$ cat src/rtl/ps2_key_receiver.sv
// PS/2 keyboard receiver: synchronises and de-glitches the PS/2 pins, frames
// 11-bit PS/2 bytes, and tracks the most recently pressed key from the
// make/break scan-code stream.
module ps2_key_receiver #(
    parameter int unsigned FILTER_LEN     = 8,
    parameter int unsigned TIMEOUT_CYCLES = 100000
) (
    input  logic       clk,
    input  logic       reset,
    input  logic       ps2_clk,
    input  logic       ps2_dat,
    output logic [7:0] datareceived,
    output logic       extended,
    output logic       byte_valid,
    output logic [7:0] byte_out,
    output logic       make_pulse,
    output logic       frame_err
);

    localparam int unsigned FW = (FILTER_LEN > 1) ? $clog2(FILTER_LEN) : 1;
    localparam int unsigned TW = (TIMEOUT_CYCLES > 1) ? $clog2(TIMEOUT_CYCLES) : 1;

    typedef enum logic [1:0] {
        S_IDLE,
        S_DATA,
        S_PARITY,
        S_STOP
    } state_t;

    // Synchronisers
    logic ck_s1_q, ck_s2_q, dt_s1_q, dt_s2_q;

    // Clock filter and fall strobe
    logic          filt_q, filt_d;
    logic [FW-1:0] fcnt_q, fcnt_d;
    logic          fall_q, fall_d;

    // Frame FSM
    state_t        state_q, state_d;
    logic [2:0]    bitcnt_q, bitcnt_d;
    logic [7:0]    shreg_q, shreg_d;
    logic          par_q, par_d;
    logic [TW-1:0] tocnt_q, tocnt_d;
    logic          bv_q, bv_d;
    logic [7:0]    bout_q, bout_d;
    logic          err_q, err_d;

    // Scan-code decoder
    logic [7:0] dr_q, dr_d;
    logic       ext_q, ext_d;
    logic       pext_q, pext_d;
    logic       pbrk_q, pbrk_d;
    logic       mk_q, mk_d;

    // Two-flop synchronisers on both pins, idling high like the bus
    always_ff @(posedge clk or negedge reset) begin
        if (!reset) begin
            ck_s1_q <= 1'b1;
            ck_s2_q <= 1'b1;
            dt_s1_q <= 1'b1;
            dt_s2_q <= 1'b1;
        end else begin
            ck_s1_q <= ps2_clk;
            ck_s2_q <= ck_s1_q;
            dt_s1_q <= ps2_dat;
            dt_s2_q <= dt_s1_q;
        end
    end

    // Filtered level flips on the FILTER_LEN-th consecutive differing sample
    always_comb begin
        filt_d = filt_q;
        fcnt_d = fcnt_q;
        if (ck_s2_q == filt_q) begin
            fcnt_d = '0;
        end else if (fcnt_q == FW'(FILTER_LEN - 1)) begin
            filt_d = ck_s2_q;
            fcnt_d = '0;
        end else begin
            fcnt_d = fcnt_q + 1'b1;
        end
        fall_d = filt_q & ~filt_d;
    end

    // Filter state and registered fall strobe
    always_ff @(posedge clk or negedge reset) begin
        if (!reset) begin
            filt_q <= 1'b1;
            fcnt_q <= '0;
            fall_q <= 1'b0;
        end else begin
            filt_q <= filt_d;
            fcnt_q <= fcnt_d;
            fall_q <= fall_d;
        end
    end

    // Frame FSM next state; bit progress only on fall, abort on timeout
    always_comb begin
        state_d  = state_q;
        bitcnt_d = bitcnt_q;
        shreg_d  = shreg_q;
        par_d    = par_q;
        tocnt_d  = tocnt_q;
        bv_d     = 1'b0;
        bout_d   = bout_q;
        err_d    = 1'b0;

        if (state_q == S_IDLE || fall_q) begin
            tocnt_d = '0;
        end else begin
            tocnt_d = tocnt_q + 1'b1;
        end

        if (state_q != S_IDLE && !fall_q && tocnt_q == TW'(TIMEOUT_CYCLES - 1)) begin
            state_d = S_IDLE;
            err_d   = 1'b1;
            tocnt_d = '0;
        end else if (fall_q) begin
            case (state_q)
                S_IDLE: begin
                    if (!dt_s2_q) begin
                        state_d  = S_DATA;
                        bitcnt_d = '0;
                    end
                end
                S_DATA: begin
                    shreg_d  = {dt_s2_q, shreg_q[7:1]};
                    bitcnt_d = bitcnt_q + 1'b1;
                    if (bitcnt_q == 3'd7) begin
                        state_d = S_PARITY;
                    end
                end
                S_PARITY: begin
                    par_d   = dt_s2_q;
                    state_d = S_STOP;
                end
                S_STOP: begin
                    if (dt_s2_q && ((^shreg_q) ^ par_q)) begin
                        bv_d   = 1'b1;
                        bout_d = shreg_q;
                    end else begin
                        err_d = 1'b1;
                    end
                    state_d = S_IDLE;
                end
                default: state_d = S_IDLE;
            endcase
        end
    end

    // Frame FSM registers
    always_ff @(posedge clk or negedge reset) begin
        if (!reset) begin
            state_q  <= S_IDLE;
            bitcnt_q <= '0;
            shreg_q  <= '0;
            par_q    <= 1'b0;
            tocnt_q  <= '0;
            bv_q     <= 1'b0;
            bout_q   <= '0;
            err_q    <= 1'b0;
        end else begin
            state_q  <= state_d;
            bitcnt_q <= bitcnt_d;
            shreg_q  <= shreg_d;
            par_q    <= par_d;
            tocnt_q  <= tocnt_d;
            bv_q     <= bv_d;
            bout_q   <= bout_d;
            err_q    <= err_d;
        end
    end

    // Make/break decoder, acting on the cycle a byte or an error is reported
    always_comb begin
        dr_d   = dr_q;
        ext_d  = ext_q;
        pext_d = pext_q;
        pbrk_d = pbrk_q;
        mk_d   = 1'b0;
        if (bv_q) begin
            if (bout_q == 8'hE0) begin
                pext_d = 1'b1;
            end else if (bout_q == 8'hF0) begin
                pbrk_d = 1'b1;
            end else begin
                if (!pbrk_q) begin
                    if (bout_q != dr_q || pext_q != ext_q) begin
                        dr_d  = bout_q;
                        ext_d = pext_q;
                        mk_d  = (bout_q != 8'h00);
                    end
                end else if (bout_q == dr_q && pext_q == ext_q) begin
                    dr_d  = 8'h00;
                    ext_d = 1'b0;
                end
                pext_d = 1'b0;
                pbrk_d = 1'b0;
            end
        end else if (err_q) begin
            pext_d = 1'b0;
            pbrk_d = 1'b0;
        end
    end

    // Decoder registers
    always_ff @(posedge clk or negedge reset) begin
        if (!reset) begin
            dr_q   <= '0;
            ext_q  <= 1'b0;
            pext_q <= 1'b0;
            pbrk_q <= 1'b0;
            mk_q   <= 1'b0;
        end else begin
            dr_q   <= dr_d;
            ext_q  <= ext_d;
            pext_q <= pext_d;
            pbrk_q <= pbrk_d;
            mk_q   <= mk_d;
        end
    end

    assign datareceived = dr_q;
    assign extended     = ext_q;
    assign byte_valid   = bv_q;
    assign byte_out     = bout_q;
    assign make_pulse   = mk_q;
    assign frame_err    = err_q;

endmodule

$ cat config.mk
export PLATFORM = sky130hd
export DESIGN_NAME = ps2_key_receiver
export DESIGN_NICKNAME = d
export VERILOG_FILES = /design/src/rtl/ps2_key_receiver.sv
export SDC_FILE = /design/constraint.sdc
export NUM_CORES = 1
export LEC_CHECK = 0
export BUFFER_PORTS_ARGS = -buffer_cell sky130_fd_sc_hd__clkbuf_2
export CORE_ASPECT_RATIO = 0.6
export CORE_MARGIN = 2
export CORE_UTILIZATION = 28
export CTS_CLUSTER_DIAMETER = 40
export DETAILED_ROUTE_END_ITERATION = 8
export PLACE_DENSITY = 0.42
export RECOVER_POWER = 50
export SLEW_MARGIN = 20
export SYNTH_ARGS = -nofsm -noshare
export SYNTH_HDL_FRONTEND = slang
export SYNTH_SLANG_ARGS = --single-unit
$ cat constraint.sdc
create_clock -name clk -period 2.11 [get_ports clk]
set_input_delay 0.422 -clock clk [delete_from_list [all_inputs] [get_ports clk]]
set_output_delay 0.422 -clock clk [all_outputs]
set_load 0.01 [all_outputs]
==> results.toml <==
[clocking]
cts_max_level = 3
clk_path_buf_depth = 2
clock-sinks = 62
cts_hold_buf = 0
cts_buffers = 9
cts_resized = 0
cts-root-buf = "clkbuf_16"
clock_latency_ns = 0.33
post_cts_buffers = 0
cts_tree = "built"
clkTransAtPathRegs_ns = 0.05

[yosys]
yosysWarnings = 0
ys_ff_latch = 62
syn_avg_cell_area_um2 = 11.0
synth_ff_type = "dfrtp_1"
synthesis.nets = 308
netlist_instances = 295
yosysSeqAreaShare_pct = 48.1
synthDistinctLibCells = 49
synth_edf_count = 0
netlist_area_um2 = 3240
async_flop_share_pct = 100

[timing]
slew_viol_final = 63
tightest_slew_ns = 1.57
max-slew-margin-rel_pct = -4.99
rsz0062_at_grt = "no"
max_freq_ghz = 0.512
final-hold-violation-count = 0
skew_ns = 0.00971
fin_ws_ns = 0.158
finalCriticalPeriod_ns = 1.95
finalSetupViolCount = 0
post-route-period-util_pct = 92.5
hold_slack_ns = 0.177

[global_route]
grt_pass1_vias = 2285
grt_pass1_wl_mm = 12.6
antenna_found_initial = 0
grt_max_degree = 63
grt_use_total_pct = 13.4
globalRoute.totalOverflow = 0

[power_and_ir_drop]
power_mw = 2.63
powerDensity_nw_per_um2 = 675
ir_drop_uv = 341
leakage_nw = 1.81

[critical_path]
startpoint_type = "flop"
cp.arrival_ns = 2.16
crit_type = "flop to flop"
max_stage_delay_ns = 0.71
critPathSlowestCell = "or4b_2"
endpoint_kind = "flop"
path_max_fanout = 15
path_cells = "or4b_2, nor4_4, a211o_2, nor2_1"
crit_required_ns = 2.31

[placement]
dp_slack_ns = 0.109
gp_congestion = 0.749
dp_hpwl_mm = 5.36
io_buffers = 23
placed_area_um2 = 3650

[finish]
syn2layout_area_growth_pct = 20.3
stdcell_area_um2 = 3890
nNetsFinal = 348
final_common_cell = "dfrtp_1"
final_cell_mix = "dfrtp_1, nand2_1, clkbuf_2"
final_core_util_pct = 34.5
drive_above_1_share_pct = 25.1
antenna_cells = 0

[floorplanning]
num_rows = 30
core-area_um2 = 11300
dieArea_um2 = 12500
die_h_um = 87.3
ios = 24
start_util_pct = 28.7
die_w_um = 143

[drt]
drt_pre_antenna_iters = 4
num_vias = 2476
drtIter0Drc = 141
post_drt_wl_per_cell_um = 15.5
wirelength_mm = 7.72
drc_errors = 0
postRouteAntennaNets = 0
viasPerCell = 4.96

[outcome]
status = "finished with violations"
violations = "capacitance limit, slew limit"

[job]
maxCapViolCount = 1

[hold_path]
hold_class = "primary input to flop"
## Yosys cell counts (all sizes together), types with 3 or more instances
cell / instances / area share (%)
nand4: 21 / 4.1
mux2: 18 / 6.3
ha: 9 / 3.5
clkbuf: 11 / 1.3
a21oi: 6 / 0.93
inv: 7 / 0.81
a31oi: 5 / 0.97
or3: 3 / 0.58
xor2: 10 / 2.7
xnor2: 14 / 3.8
dfrtp: 57 / 44
o21ai: 8 / 1.4
nor4: 5 / 1.4
nor2b: 7 / 1.4
or4: 3 / 0.70
o31ai: 7 / 1.6
nand3: 7 / 1.1
o2111a: 3 / 1.0
nand2: 26 / 3.0
and4: 3 / 0.81
o311ai: 7 / 1.9
nor2: 13 / 1.5
and2: 5 / 0.97
and3: 8 / 1.5
dfstp: 5 / 4.1
## layer usage
| layer | GRT usage (%) | share of wire, % | vias up |
|---|---|---|---|
| met5 | 0 | 0 | - |
| met4 | 4.68 | 1.2 | 0 |
| met3 | 5.00 | 5.6 | 9 |
| met2 | 16.7 | 38 | 61 |
| met1 | 20.5 | 55 | 1217 |
| li1 | - | - | 1189 |
## path summary, 6_finish.rpt
check	from	end	slack (ns)	cells after the start
worst min-delay path	ps2_clk	ck_s1_q	0.18	1
max in group asynchronous	reset	par_q	0.60	2
worst max-delay path	tocnt_q[12]	tocnt_q[9]	0.16	4
min in group asynchronous	reset	datareceived[0]	0.55	2
worst min register to register	ck_s1_q	ck_s2_q	0.36	0
worst max register to register	tocnt_q[12]	tocnt_q[9]	0.16	4
## sequential cells by signal (all words and copies together), names as in the netlist, 2 cells and up
name          cells
datareceived      8
bitcnt_q          3
fcnt_q            3
tocnt_q          17
state_q           2
shreg_q           8
byte_out          8
## final cells by class
class / instances / area, um2
clock buffers: 10 / 229
inverters: 7 / 26.3
multi-input cells: 214 / 1610
fillers: 1149 / 7400
flip-flops and latches: 62 / 1560
well taps: 160 / 200
repair buffers: 41 / 248
clock inverters: 5 / 27.5
## cell families after synthesis
| kind of cell | count (synthesis) | synth area share (%) |
|---|---|---|
| adder cells (fa/ha/maj) | 9 | 3.48 |
| buffers and inverters | 19 | 2.32 |
| flip-flops | 62 | 48.1 |
| XOR/XNOR | 26 | 8.00 |
| AO/OA/AOI/OAI | 51 | 12.1 |
| multiplexers | 20 | 7.26 |
| AND/OR/NAND/NOR | 108 | 18.7 |
## report_power, final
part / leakage (nW) / internal (mW) / total [mW] / switching [mW]
clock network: 0.128 / 0.778 / 1.30 / 0.519
registers: 0.846 / 1.23 / 1.25 / 0.0184
logic: 0.833 / 0.0332 / 0.0803 / 0.0471
## metrics by stage
stage | cells | TNS, ns
after detailed placement | 484 | 0
after floorplan | 295 | 0
after CTS | 499 | 0
after global placement | 484 | -0.0307
final | 499 | 0
after global routing | 499 | 0
## worst max-delay path, delay by kind of cell (launching register included)
family | cells | cell delay [ns]
and+or+nand+nor | 3 | 1.04
DFF | 1 | 0.41
AOI/OAI and AO/OA | 1 | 0.38
Note: power is estimated with default switching activity, not from simulation.
